$ cat config.mk
export PLATFORM = sky130hd
export DESIGN_NAME = fifo_serializer
export DESIGN_NICKNAME = d
export VERILOG_FILES = /design/src/rtl/fifo_serializer.sv
export SDC_FILE = /design/constraint.sdc
export NUM_CORES = 1
export LEC_CHECK = 0
export BUFFER_PORTS_ARGS = -buffer_cell sky130_fd_sc_hd__buf_2
export CAP_MARGIN = 20
export CORE_MARGIN = 1
export CORE_UTILIZATION = 54
export CTS_CLUSTER_DIAMETER = 40
export DETAILED_ROUTE_END_ITERATION = 6
export GPL_ROUTABILITY_DRIVEN = 1
export GPL_TIMING_DRIVEN = 0
export HOLD_SLACK_MARGIN = 0.03
export PLACE_DENSITY = 0.83
export RECOVER_POWER = 25
export SYNTH_ARGS = -nofsm -noshare
export SYNTH_HDL_FRONTEND = slang
export SYNTH_SLANG_ARGS = --single-unit
$ cat constraint.sdc
create_clock -name clk_i -period 2.5 [get_ports clk_i]
set_input_delay 0.125 -clock clk_i [delete_from_list [all_inputs] [get_ports clk_i]]
set_output_delay 0.125 -clock clk_i [all_outputs]
set_load 0.01 [all_outputs]
$ cat src/rtl/fifo_serializer.sv
// fifo_serializer: pops wide FIFO words and streams them out as narrow valid/ready chunks
module fifo_serializer #(
    parameter int DATA_WIDTH = 32,
    parameter int SER_WIDTH = 8,
    parameter int MSB_FIRST = 0,
    localparam int RATIO = DATA_WIDTH / SER_WIDTH,
    localparam int IDX_WIDTH = $clog2(RATIO)
) (
    input  logic                  clk_i,
    input  logic                  rst_n_i,
    input  logic                  flush_i,
    input  logic                  fifo_empty_i,
    input  logic [DATA_WIDTH-1:0] fifo_dat_i,
    output logic                  fifo_pop_o,
    output logic                  ser_valid_o,
    input  logic                  ser_ready_i,
    output logic [SER_WIDTH-1:0]  ser_dat_o,
    output logic                  ser_last_o,
    output logic                  busy_o
);
    if (RATIO < 2 || DATA_WIDTH % SER_WIDTH != 0) begin : g_bad_cfg
        $error("fifo_serializer: DATA_WIDTH must be a multiple of SER_WIDTH with ratio >= 2");
    end

    typedef enum logic {IDLE, SEND} state_t;

    state_t                             state_q;
    logic [RATIO-1:0][SER_WIDTH-1:0]    hold_q;
    logic [IDX_WIDTH-1:0]               idx_q;
    logic [IDX_WIDTH-1:0]               sel;
    logic                               valid_q;
    logic                               hs;
    logic                               last;
    logic                               ld;

    assign valid_q     = (state_q == SEND);
    assign hs          = valid_q & ser_ready_i;
    assign last        = (idx_q == IDX_WIDTH'(RATIO - 1));
    assign ld          = ~fifo_empty_i & ~flush_i & (~valid_q | (hs & last));
    assign fifo_pop_o  = ld & rst_n_i;
    assign sel         = (MSB_FIRST != 0) ? IDX_WIDTH'(RATIO - 1) - idx_q : idx_q;
    assign ser_dat_o   = hold_q[sel];
    assign ser_valid_o = valid_q;
    assign ser_last_o  = valid_q & last;
    assign busy_o      = valid_q;

    // the next word loads on the last-chunk handshake, so words stream without bubbles
    always_ff @(posedge clk_i) begin
        if (!rst_n_i || flush_i) begin
            state_q <= IDLE;
            idx_q   <= '0;
            hold_q  <= '0;
        end else if (ld) begin
            state_q <= SEND;
            idx_q   <= '0;
            hold_q  <= fifo_dat_i;
        end else if (hs) begin
            if (last) begin
                state_q <= IDLE;
                idx_q   <= '0;
            end else begin
                idx_q   <= idx_q + IDX_WIDTH'(1);
            end
        end
    end
endmodule

Word level (Yosys, flattened, before mapping)
Cells that the tools add are included.
{"block": "word_totals", "ff_bits": 35, "in_bits": 37, "out_inout_bits": 12, "word_cells": 31}
{"block": "classes", "add_sub_neg": 1, "n_lt_le_gt_ge": 1, "n_eq_ne": 1, "n_mux": 6, "n_bitwise": 10, "n_reduce_logical": 6}
{"op": "binary-select mux 8 bit (select 2 bit)", "count": 1}
{"op": "2-to-1 mux 8 bit", "count": 1}
{"op": "AND 1 bit", "count": 6}
{"op": "nonzero test 2 bit", "count": 2}
{"op": "less-than comparator 2 x 3 -> 1 bit, second input constant", "count": 1}
{"op": "2-to-1 mux 1 bit", "count": 3}
{"op": "NOT 1 bit", "count": 3}
{"op": "adder 2 x 1 -> 2 bit, second input constant", "count": 1}
{"op": "equality test 2 bit, second input constant", "count": 1}
{"op": "2-to-1 mux 2 bit", "count": 1}
{"op": "AND reduction 2 bit", "count": 1}
{"op": "OR reduction 2 bit", "count": 1}
{"op": "zero test 1 bit", "count": 1}
{"op": "logical OR 1 bit", "count": 1}
{"op": "bitwise OR 1 bit", "count": 1}

Logic depth before layout (Yosys ltp)
Gate-level depths: netlist (run 1).
{"block": "depth", "ltp_word": 6, "mapped_depth": 7, "mapped_depth_nobuf": 4}

Worst setup path before layout (run 1)
Ideal clock, no wire load.
{"block": "synth_timing", "path_type": "reg2reg", "start": "register idx_q[0]", "end": "register idx_q[0]", "setup_time_ns": 0.073, "arrival_time_ns": 1.309, "required_ns": 2.427, "setup_slack_ns": 1.118, "stages_incl_launch_ff": 8, "path_cell_list": "dfxtp_1 ha_1 a21bo_1 buf_6 and2_1 buf_6 buf_6 nor3_2"}
{"block": "synth_between", "elab_chain_len": 5, "word_cells_on_any_way": 7, "classes_between": "add/sub: 1; eq/ne: 1; mux: 1; bitwise: 3; reduce/logical: 1"}
{"element": "start, declared", "line": "29", "text": "logic [IDX_WIDTH-1:0] idx_q;"}
{"element": "start signal, assigned", "line": "62", "text": "idx_q <= idx_q + IDX_WIDTH'(1);"}
{"element": "equality test 2 bit", "line": "38", "text": "assign last = (idx_q == IDX_WIDTH'(RATIO - 1));"}
{"element": "AND 1 bit", "line": "39", "text": "assign ld = ~fifo_empty_i & ~flush_i & (~valid_q | (hs & last));"}
{"element": "bitwise OR 1 bit", "line": "39"}
{"element": "AND 1 bit", "line": "39"}
{"element": "OR reduction 2 bit (no source line)"}
Parallel ways exist; a longest one is shown, timed or not.
A chain may end at the register's enable or synchronous reset.

Final worst setup path (run 1)
{"block": "layout_timing", "start": "register idx_q[1]", "end": "register hold_q[24] in the netlist's numbering"}
{"block": "layout_between", "elab_chain_len": 4}
{"element": "equality test 2 bit", "line": "38"}
{"element": "AND 1 bit", "line": "39"}
{"element": "bitwise OR 1 bit", "line": "39"}
{"element": "AND 1 bit", "line": "39"}
{"element": "end signal, assigned", "line": "56", "text": "hold_q <= fifo_dat_i;"}
{"element": "end, declared", "line": "28", "text": "logic [RATIO-1:0][SER_WIDTH-1:0] hold_q;"}
Every way passes these cells.

==> results of run 1 <==
[what timing repair did]
| item | 4_1_cts | 5_1_grt |
|---|---|---|
| setup buffers | 0 | 0 |
| hold buffers | 25 | 0 |
| endpoints found under the hold margin | 25 | 0 |
[layout make-up]
class	instances	share of cell area, %
clock inverters	1	1.38
flip-flops and latches	35	32.3
clock buffers	6	1.90
well taps	31	1.79
multi-input cells	119	35.3
repair buffers	73	22.5
plain buffers	21	4.95
[final timing paths]
| path | from | endpoint | cells past startpoint |
|---|---|---|---|
| setup / recovery | idx_q[1] | hold_q[24] | 7 |
| hold / removal | fifo_dat_i[7] | hold_q[7] | 3 |
| setup reg to reg | idx_q[1] | hold_q[24] | 7 |
| hold reg to reg | hold_q[6] | hold_q[6] | 2 |
[power groups by stage]
stage,clock (mW),combinational (mW),sequential [mW]
final,0.391,0.148,0.576
after global placement,0,0.116,0.588
after global routing,0.421,0.161,0.578
after floorplan,0,0.0668,0.587
after CTS,0.394,0.147,0.576
after detailed placement,0,0.117,0.589
[critical path, cell delays in order, from the launching register on]
cell and delay, ns:
dfxtp_1 0.35, ha_1 0.18, a21bo_1 0.11, clkbuf_1 0.32, and2_0 0.20, buf_6 0.12, clkbuf_1 0.41, o21ai_1 0.14
[metal layers]
layer / wire, um / up-vias / share of wire, %
met5: 0 / - / 0
met4: 55 / 0 / 1.2
met3: 303 / 6 / 6.9
met2: 2190 / 84 / 50
met1: 1860 / 779 / 42
li1: - / 798 / -
[Yosys cell counts, drive strengths merged]
master	number
a21bo	1
a21oi	1
nor2b	1
ha	1
mux2i	2
clkbuf	11
buf	10
and2	2
nand2b	1
nand2	33
dfxtp	35
o21ai	32
nor2	2
nor3	2
and3	1
nand4	32
mux4	8
[stage by stage]
step	instances	cell area [um^2]	util, %	hold slack (ns)	total power, mW
detailed placement	254	1870	67.3	0.319	0.705
global route	286	2170	78.1	0.0361	1.16
finish	286	2170	78.1	0.0384	1.12
CTS	286	2190	78.9	0.0306	1.12
floorplan	175	1590	-	0.217	0.654
global placement	254	1870	67.3	0.315	0.705
[state kept, by name (all words and copies together), names as in the netlist]
signal  count
busy_o      1
idx_q       2
hold_q     32
[logic make-up after synthesis]
group / Yosys count / share of synthesized area [%]
adders and majority gates: 1 / 0.785
DFF: 35 / 44.0
buffers and inverters: 21 / 7.69
muxes: 10 / 12.6
and+or+nand+nor: 74 / 24.0
AOI/OAI and AO/OA: 34 / 11.0
==> metrics.md, run 1 <==
| Metric | Value |
|---|---|
| Worst-Skew Late Latency | 0.35 ns |
| Fin crit share | 78.7% |
| Top cell type's share of synthesized area | 44.0% |
| Core area | 2780 um^2 |
| Dpl ws | 1.01 ns |
| Mapped Nets | 213 |
| Clock share of power | 35.1% |
| DR vias/cell | 5.83 |
| Hold Path Class | in2reg |
| Sequential fraction of the synthesis area | 44.0% |
| Yosys cell types | 21 |
| Slew headroom | 64.5% |
| WL/cell | 15.4 um |
| Fin. max-slew vios | 0 |
| Vias | 1667 |
| Post-CTS Resized | 0 |
| Max Buffers Root-to-Sink | 2 |
| Worst Path Arrival | 2.19 ns |
| GRT Residual Overflow | 0 |
| Root Driver | clkbuf_4 |
| Mapped cell area | 1590 um^2 |
| Switching Share | 23.9% |
| # diodes | 0 |
| Avg Synthesized Cell Area | 9.11 um^2 |
| Area leader, netlist | dfxtp_1 |
| Area grow syn2layout | 36.3% |
| Final hold vios | 0 |
| Drc violations | 0 |
| Skew final | 0.0141 ns |
| Met2 GRT Util | 49.1% |
| Cell Pwr Density | 514 nW/um^2 |
| Yosys Warn Count | 0 |
| Initial antenna violation count | 0 |
| Clock slew at reported path FFs | 0.11 ns |
| Reported net switching power | 0.266 mW |
| Layout cells sized above 1 | 26.3% |
| Sequential cell area | 701 um^2 |
| CTS Buf Count | 5 |
| Sequential Power Share | 51.7% |
| Num ports | 49 |
| Status | completed |
| Final WS setup | 0.532 ns |
| Synth Instances | 175 |
| CP required | 2.73 ns |
| Comb pwr share | 13.3% |
| DR iter-0 viols | 119 |
| CTS tree | done |
| Synth area leaders | dfxtp_1 44%, nand4_1 13%, mux4_2 11%, o21ai_1 8.8%, nand2_1 7.8% |
| Final worst path period need | 1.97 ns |
| Synth Register Bits | 35 |
| M1 GR Usage | 41.0% |
| Nets | 293 |
| Initial Util | 57.3% |
| Die Wd | 56.3 um |
| Leak | 0.864 nW |
| R2r setup slk | 0.53 ns |
| Setup violators final | 0 |
| Die Y | 56.3 um |
| Unrepaired setup endpoints after global routing | false |
| Max IR drop VDD | 0.586 mV |
| CTS HTree Levels | 2 |
| First-pass GRT wire length | 7.36 mm |
| Port bufs | 48 |
| Nature of the critical path startpoint | flip-flop |
| Routability Congestion | 0.830 |
| Setup TNS | 0 ns |
| Detailed Place HPWL | 2.67 mm |
| Commonest non-fill, non-tap cells in the layout | 48 x buf_2, 35 x dfxtp_1, 33 x nand2_1 |
| Largest net degree at the start of global routing | 11 |
| Worst setup EP type | flip-flop |
| First drt pass iteration count | 6 |
| Pint | 0.849 mW |
| Crit path max fanout | 10 |
| Antenna-violating nets left | 0 |
| Upper clock frequency limit | 508 MHz |
| Worst Tran Pin Value | 0.532 ns |
| Clock sink count | 35 |
| Total track usage | 30.7% |
| Aggregate routed wire length | 4.41 mm |
| Rows | 19 |
| GR peak layer | met2 |
| DIE AREA | 3170 um^2 |
| Area of the multi-input gates | 766 um^2 |
| Most common cell after layout, fill and taps aside | buf_2 |
| Crit Path Class | reg2reg |
| Routing usage on met3 | 8.06% |
| Vias in the first global route | 1614 |
| Fillcell total | 200 |
| Max Cap Violations | 0 |
(Power assumes the default switching activity.)
==> inputs of run 2 (changes only) <==
--- a/config.mk
+++ b/config.mk
@@ -5,16 +5,17 @@
 export SDC_FILE = /design/constraint.sdc
 export NUM_CORES = 1
 export LEC_CHECK = 0
+export ABC_AREA = 1
 export BUFFER_PORTS_ARGS = -buffer_cell sky130_fd_sc_hd__buf_2
 export CAP_MARGIN = 20
 export CORE_MARGIN = 1
-export CORE_UTILIZATION = 54
+export CORE_UTILIZATION = 47
 export CTS_CLUSTER_DIAMETER = 40
 export DETAILED_ROUTE_END_ITERATION = 6
 export GPL_ROUTABILITY_DRIVEN = 1
 export GPL_TIMING_DRIVEN = 0
 export HOLD_SLACK_MARGIN = 0.03
-export PLACE_DENSITY = 0.83
+export PLACE_DENSITY = 0.75
 export RECOVER_POWER = 25
 export SYNTH_ARGS = -nofsm -noshare
 export SYNTH_HDL_FRONTEND = slang
==> constraint.sdc (replaced) <==
create_clock -name clk_i -period 1.7 [get_ports clk_i]
set_input_delay 0.085 -clock clk_i [delete_from_list [all_inputs] [get_ports clk_i]]
set_output_delay 0.085 -clock clk_i [all_outputs]
set_load 0.01 [all_outputs]
==> run 2 against run 1 <==
- combinational power grew 80%
- global-route usage fell by 7.7 points
- final cell count rose by 38%
- flip-flop and latch count unchanged
- sequential share of layout area is 1.6 points lower
- clock skew decreased by 0.0071 ns
- largest cell class unchanged
==> metrics.md, run 2 <==
| Metric | Value |
|---|---|
| Synth area leaders | dfxtp_1 37%, nor2_1 12%, nand3_1 8.8%, a21oi_1 8.6%, nand2_1 8.4% |
| Hold Path Class | in2reg |
| Postcts setup bufs | 0 (unchanged) |
| Die Y | 65.1 um (+16%) |
| Slew headroom | 69.7% (+5.1 points) |
| Initial Util | 50.0% (-7.3 points) |
| Core area | 3740 um^2 (+35%) |
| CP required | 1.62 ns (-1.11 ns) |
| Most common cell after layout, fill and taps aside | nor2_1 |
| Worst Path Arrival | 1.54 ns (-0.65 ns) |
| Max FFs per register | 32 (unchanged) |
| Skew final | 0.00697 ns (-0.00713 ns) |
| CTS Buf Count | 5 (unchanged) |
| Clock sink count | 35 (unchanged) |
| Final worst path period need | 1.63 ns |
| Area of the multi-input gates | 865 um^2 (+13%) |
| Top cell type's share of synthesized area | 37.4% (-6.5 points) |
| Comb pwr share | 14.5% (+1.2 points) |
| Setup TNS | 0 ns (unchanged) |
| Yosys cell types | 15 (-29%) |
| Fillcell total | 406 (+100%) |
| Synth Instances | 290 (+66%) |
| Fin crit share | 95.8% |
| Largest net degree at the start of global routing | 11 (unchanged) |
| Vias | 1951 (+17%) |
| Clock slew at reported path FFs | 0.07 ns (-0.04 ns) |
| Area grow syn2layout | 22.1% |
| Reported net switching power | 0.441 mW (+65%) |
| Most frequent cell after synthesis | nor2_1 |
| Commonest non-fill, non-tap cells in the layout | 59 x nor2_1, 51 x buf_2, 42 x nand2_1 |
| Port bufs | 48 (unchanged) |
| WHS | 0.114 ns (+0.0759 ns) |
| Worst Tran Pin Value | 0.455 ns (-0.0772 ns) |
| Leak | 1.11 nW (+28%) |
| Worst-Skew Late Latency | 0.28 ns (-0.07 ns) |
| Vias in the first global route | 1712 (+6.1%) |
| CTS HTree Levels | 2 (unchanged) |
| First-pass GRT wire length | 7.50 mm (+2.0%) |
| Placed inst area | 2170 um^2 (+16%) |
| Drc violations | 0 (unchanged) |
| DR iter-0 viols | 143 (+20%) |
| Cell Pwr Density | 804 nW/um^2 (+57%) |
| Area leader, netlist | dfxtp_1 |
| Initial antenna violation count | 0 (unchanged) |
| Switching Share | 24.0% (+0.080 points) |
| Antenna-violating nets left | 0 (unchanged) |
| Aggregate routed wire length | 4.51 mm (+2.2%) |
| Max IR drop VDD | 0.604 mV (+3.1%) |
| Synth Register Bits | 35 (unchanged) |
| Post-synth top cells | 59 x nor2_1, 42 x nand2_1, 37 x inv_1 |
| Setup violators final | 0 (unchanged) |
| Async set or reset register ratio after synthesis | 0% (unchanged) |
| Mapped Nets | 328 (+54%) |
| Rows | 22 (+3) |
| # diodes | 0 (unchanged) |
| Nets | 384 (+31%) |
| EDFF count, synth | 0 (unchanged) |
| DIE AREA | 4240 um^2 (+34%) |
| Nature of the critical path startpoint | flip-flop |
| Total track usage | 23.0% (-7.7 points) |
| Status | completed |
| GRT Residual Overflow | 0 (unchanged) |
| DR vias/cell | 4.95 (-15%) |
| Final hold vios | 0 (unchanged) |
| Upper clock frequency limit | 614 MHz |
| Sequential Power Share | 46.8% (-4.9 points) |
| CTS tree | done |
| Fin. max-slew vios | 0 (unchanged) |
| Routability Congestion | 0.824 (-0.81%) |
| Crit path max fanout | 10 (unchanged) |
| Pint | 1.40 mW (+65%) |
| Final Power | 1.84 mW (+65%) |
| Avg Synthesized Cell Area | 6.46 um^2 (-29%) |
| Finished Cell Area | 2290 um^2 (+5.3%) |
| Sequential fraction of the synthesis area | 37.4% (-6.5 points) |
| Mapped cell area | 1870 um^2 (+18%) |
| Clock share of power | 38.6% (+3.5 points) |
| Layout cells sized above 1 | 22.3% (-4.0 points) |
| Most flops, register | hold_q |
| First drt pass iteration count | 4 (-2) |
| Die Wd | 65.1 um (+16%) |
| Worst setup EP type | output pin |
| Crit Path Class | reg2out |
| Num ports | 49 (unchanged) |
| Unrepaired setup endpoints after global routing | false |
| Sequential cell area | 701 um^2 (unchanged) |
| Root Driver | clkbuf_8 |
| WL/cell | 11.4 um (-26%) |
| Detailed Place HPWL | 3.24 mm (+21%) |
| Max Buffers Root-to-Sink | 2 (unchanged) |
| Yosys Warn Count | 0 (unchanged) |
| Max Cap Violations | 0 (unchanged) |
| Synth Flop Type | dfxtp_1 |
run 2: metrics by stage:
stage | setup slack, ns | std cells | utilization (%)
finish | 0.0708 | 394 | 61.1
global route | 0.0163 | 394 | 61.1
CTS | 0.0547 | 394 | 61.1
detailed placement | 0.378 | 386 | 58.1
global placement | 0.381 | 386 | 58.1
floorplan | 0.529 | 290 | -
run 2: cell families after synthesis:
| group | count (synthesis) | synth area share [%] |
|---|---|---|
| compound gates | 58 | 15.8 |
| fa+ha+maj | 1 | 0.668 |
| buf+inv | 60 | 16.4 |
| simple gates | 136 | 29.7 |
| flops | 35 | 37.4 |
run 2: path summary, 6_finish.rpt:
kind	start	endpoint	slack, ns	cells after the start
worst max-delay path	idx_q[0]	ser_dat_o[3]	0.07	6
worst min register to register	hold_q[11]	hold_q[11]	0.48	2
worst min-delay path	fifo_dat_i[26]	hold_q[26]	0.11	5
worst max register to register	idx_q[1]	hold_q[25]	0.19	7
run 2: final cells by class:
cell class | count | area share (%)
tap | 48 | 2.63
timing repair buffer | 49 | 10.8
clock buffer | 6 | 3.17
multi-input combinational | 195 | 37.8
clock inverter | 1 | 1.31
buffer | 22 | 7.39
inverter | 38 | 6.24
sequential | 35 | 30.6
run 2: critical path, stage by stage (launching register included):
cell and delay, ns:
dfxtp_1 0.36, buf_6 0.15, inv_2 0.08, buf_4 0.18, o21ai_0 0.23, o21ai_0 0.13, buf_2 0.15
run 2: power by group through the flow:
stage | Combinational, mW | Sequential [mW] | Clock, mW
floorplan | 0.179 | 0.875 | 0
global placement | 0.262 | 0.878 | 0
detailed placement | 0.267 | 0.879 | 0
CTS | 0.270 | 0.860 | 0.720
global route | 0.299 | 0.864 | 0.757
finish | 0.267 | 0.861 | 0.710
run 2: timing repair:
action / in CTS / in global routing
endpoints found under the setup margin: 0 / 8
hold endpoints to repair: 1 / 0
hold buffers: 1 / 0
resized for setup: 0 / 10
run 2: routing by layer:
layer	routed length, um	share of wire [%]	GRT usage (%)
met1	2090	46	29.6
met2	2140	47	38.0
met3	242	5.4	5.03
met4	35	0.78	7.61
met5	0	0	0
==> inputs of run 3 (changes only) <==
--- a/config.mk
+++ b/config.mk
@@ -5,17 +5,16 @@
 export SDC_FILE = /design/constraint.sdc
 export NUM_CORES = 1
 export LEC_CHECK = 0
-export ABC_AREA = 1
 export BUFFER_PORTS_ARGS = -buffer_cell sky130_fd_sc_hd__buf_2
 export CAP_MARGIN = 20
 export CORE_MARGIN = 1
-export CORE_UTILIZATION = 47
+export CORE_UTILIZATION = 45
 export CTS_CLUSTER_DIAMETER = 40
 export DETAILED_ROUTE_END_ITERATION = 6
 export GPL_ROUTABILITY_DRIVEN = 1
 export GPL_TIMING_DRIVEN = 0
 export HOLD_SLACK_MARGIN = 0.03
-export PLACE_DENSITY = 0.75
+export PLACE_DENSITY = 0.74
 export RECOVER_POWER = 25
 export SYNTH_ARGS = -nofsm -noshare
 export SYNTH_HDL_FRONTEND = slang
==> run 3 against run 2 <==
- sequential share of layout area increased by 0.088 points
- die area decreased by 11%
- wire length decreased by 3.0%
- critical path depth increased by 1
- core utilization increased by 6.8 points
- worst hold slack got worse by 0.048 ns
- maximum frequency decreased by 0.18%
- flip-flop and latch count unchanged
- combinational power decreased by 13%
- via count decreased by 16%
==> metrics.md, run 3 (synthesis results as in run 1) <==
| Metric | Value |
|---|---|
| Crit path max fanout | 10 (unchanged) |
| Most flops, register | hold_q |
| CTS Buf Count | 5 (unchanged) |
| Total track usage | 25.3% (+2.3 points) |
| Fin. max-slew vios | 0 (unchanged) |
| Crit Path Class | reg2reg |
| Final Power | 1.59 mW (-14%) |
| Num ports | 49 (unchanged) |
| Finished Cell Area | 2280 um^2 (-0.11%) |
| Initial antenna violation count | 0 (unchanged) |
| Detailed Place HPWL | 2.75 mm (-15%) |
| Final worst path period need | 1.63 ns (+0.00292 ns) |
| Most common cell after layout, fill and taps aside | buf_2 |
| Commonest non-fill, non-tap cells in the layout | 50 x buf_2, 34 x dfxtp_1, 33 x nand2_1, 33 x dlygate4sd3_1, 32 x nand4_1 |
| # diodes | 0 (unchanged) |
| Vias in the first global route | 1505 (-12%) |
| DIE AREA | 3780 um^2 (-11%) |
| Layout cells sized above 1 | 27.7% (+5.4 points) |
| First drt pass iteration count | 4 (unchanged) |
| Max IR drop VDD | 0.534 mV (-12%) |
| Setup TNS | 0 ns (unchanged) |
| Port bufs | 48 (unchanged) |
| Final hold vios | 0 (unchanged) |
| Worst path depth | 7 (+1) |
| Hold Path Class | in2reg |
| DR vias/cell | 5.26 (+6.3%) |
| Max FFs per register | 32 (unchanged) |
| Skew final | 0.00950 ns (+0.00253 ns) |
| Initial Util | 47.4% (-2.6 points) |
| Leak | 0.916 nW (-17%) |
| Core area | 3360 um^2 (-10%) |
| CP required | 1.97 ns (+0.35 ns) |
| Fin crit share | 96.0% (+0.17 points) |
| Rows | 21 (-4.5%) |
| Area grow syn2layout | 43.3% |
| Dpl ws | 0.222 ns (-0.155 ns) |
| Max Cap Violations | 0 (unchanged) |
| CP bufs+invs | 3 (-1) |
| Max Buffers Root-to-Sink | 2 (unchanged) |
| Root Driver | clkbuf_4 |
| Die Wd | 61.5 um (-5.6%) |
| Worst path max stage delay | 0.35 ns (about the same) |
| Routability Congestion | 0.794 (-3.6%) |
| Worst Tran Pin Value | 0.485 ns (+0.0307 ns) |
| Upper clock frequency limit | 613 MHz (-0.18%) |
| Aggregate routed wire length | 4.37 mm (-3.0%) |
| Cell Pwr Density | 695 nW/um^2 (-14%) |
| GRT Residual Overflow | 0 (unchanged) |
| Worst Path Arrival | 1.90 ns (+0.36 ns) |
| CTS HTree Levels | 2 (unchanged) |
| Placed inst area | 1890 um^2 (-13%) |
| Die Y | 61.5 um (-5.6%) |
| Nature of the critical path startpoint | flip-flop |
| DR iter-0 viols | 92 (-36%) |
| R2R depth | 7 (unchanged) |
| Worst-path cell chain | ha_1, a21bo_1, buf_6, and2_1, clkbuf_2, buf_2, o21ai_1 |
| Clock slew at reported path FFs | 0.11 ns (+0.04 ns) |
| Slowest stage cell on the critical path | dfxtp_2 |
| Postcts setup bufs | 0 (unchanged) |
| CTS tree | done |
| Status | completed |
| Vias | 1631 (-16%) |
| First-pass GRT wire length | 6.76 mm (-9.8%) |
| Nets | 301 (-22%) |
| Final WS setup | 0.0679 ns (-0.00292 ns) |
| Antenna-violating nets left | 0 (unchanged) |
| Slew headroom | 67.6% (-2.0 points) |
| WL/cell | 14.1 um (+23%) |
| Setup violators final | 0 (unchanged) |
| Clock sink count | 35 (unchanged) |
| Drc violations | 0 (unchanged) |
| Critical path's top delay family | buffers and inverters |
| Hold path depth | 3 (-2) |
| Worst setup EP type | flip-flop |
| Worst-Skew Late Latency | 0.33 ns (+0.05 ns) |
| Largest net degree at the start of global routing | 11 (unchanged) |
| Unrepaired setup endpoints after global routing | false |
-- run 3: cell types whose count changed in the layout (fill, tap and decap cells not counted), sizes merged, moves of 31 or more --
cell | before | now
nor2 | 61 | 2
inv | 38 | 0
nand3 | 33 | 0
dlygate4sd3 | 1 | 33
nand4 | 0 | 32
a21oi | 32 | 1
-- run 3: cell type report --
class | instances | area (um^2)
Multi-Input combinational cell | 119 | 766
Sequential cell | 35 | 702
Fill cell | 304 | 1080
Tap cell | 46 | 57.6
Clock buffer | 8 | 68.8
Buffer | 21 | 121
Timing Repair Buffer | 81 | 569
-- run 3: repair_timing --
item / CTS / global route
endpoints found under the hold margin: 33 / 0
gates resized for setup: 3 / 2
endpoints found under the setup margin: 8 / 7
hold buffers: 33 / 0
-- run 3: per-stage QoR --
stage	hold WS [ns]	cells	utilization, %
4_1_cts	0.0835	310	68.3
6_report	0.0666	310	67.9
3_5_place_dp	0.279	269	56.3
3_3_place_gp	0.278	269	56.3
5_1_grt	0.0696	310	67.9
2_1_floorplan	0.177	175	-
-- run 3: report_power, final --
| part | leakage (nW) | internal [mW] | switching, mW | total [mW] |
|---|---|---|---|---|
| clock | 0.0386 | 0.243 | 0.265 | 0.508 |
| combinational | 0.593 | 0.121 | 0.110 | 0.231 |
| sequential | 0.284 | 0.837 | 0.0103 | 0.848 |
-- run 3: worst reg2reg max path, cell delays in order, from the launching register on --
cell and delay, ns:
dfxtp_2 0.35, ha_1 0.22, a21bo_1 0.18, buf_6 0.13, and2_1 0.13, clkbuf_2 0.17, buf_2 0.21, o21ai_1 0.18
-- run 3: worst paths after layout --
path	from	end	slack, ns
setup / recovery	idx_q[0]	hold_q[14]	0.07
hold / removal	rst_n_i	idx_q[0]	0.07
setup reg to reg	idx_q[0]	hold_q[14]	0.07
hold reg to reg	hold_q[18]	hold_q[18]	0.45
-- run 3: metal layers --
metal  global-route usage [%]  vias up  part of all wire [%]
met3                     6.30       10                   6.8
met1                     34.4      743                    43
met4                     11.1        0                   2.2
li1                         -      816                     -
met2                     37.9       62                    48
met5                        0        -                     0
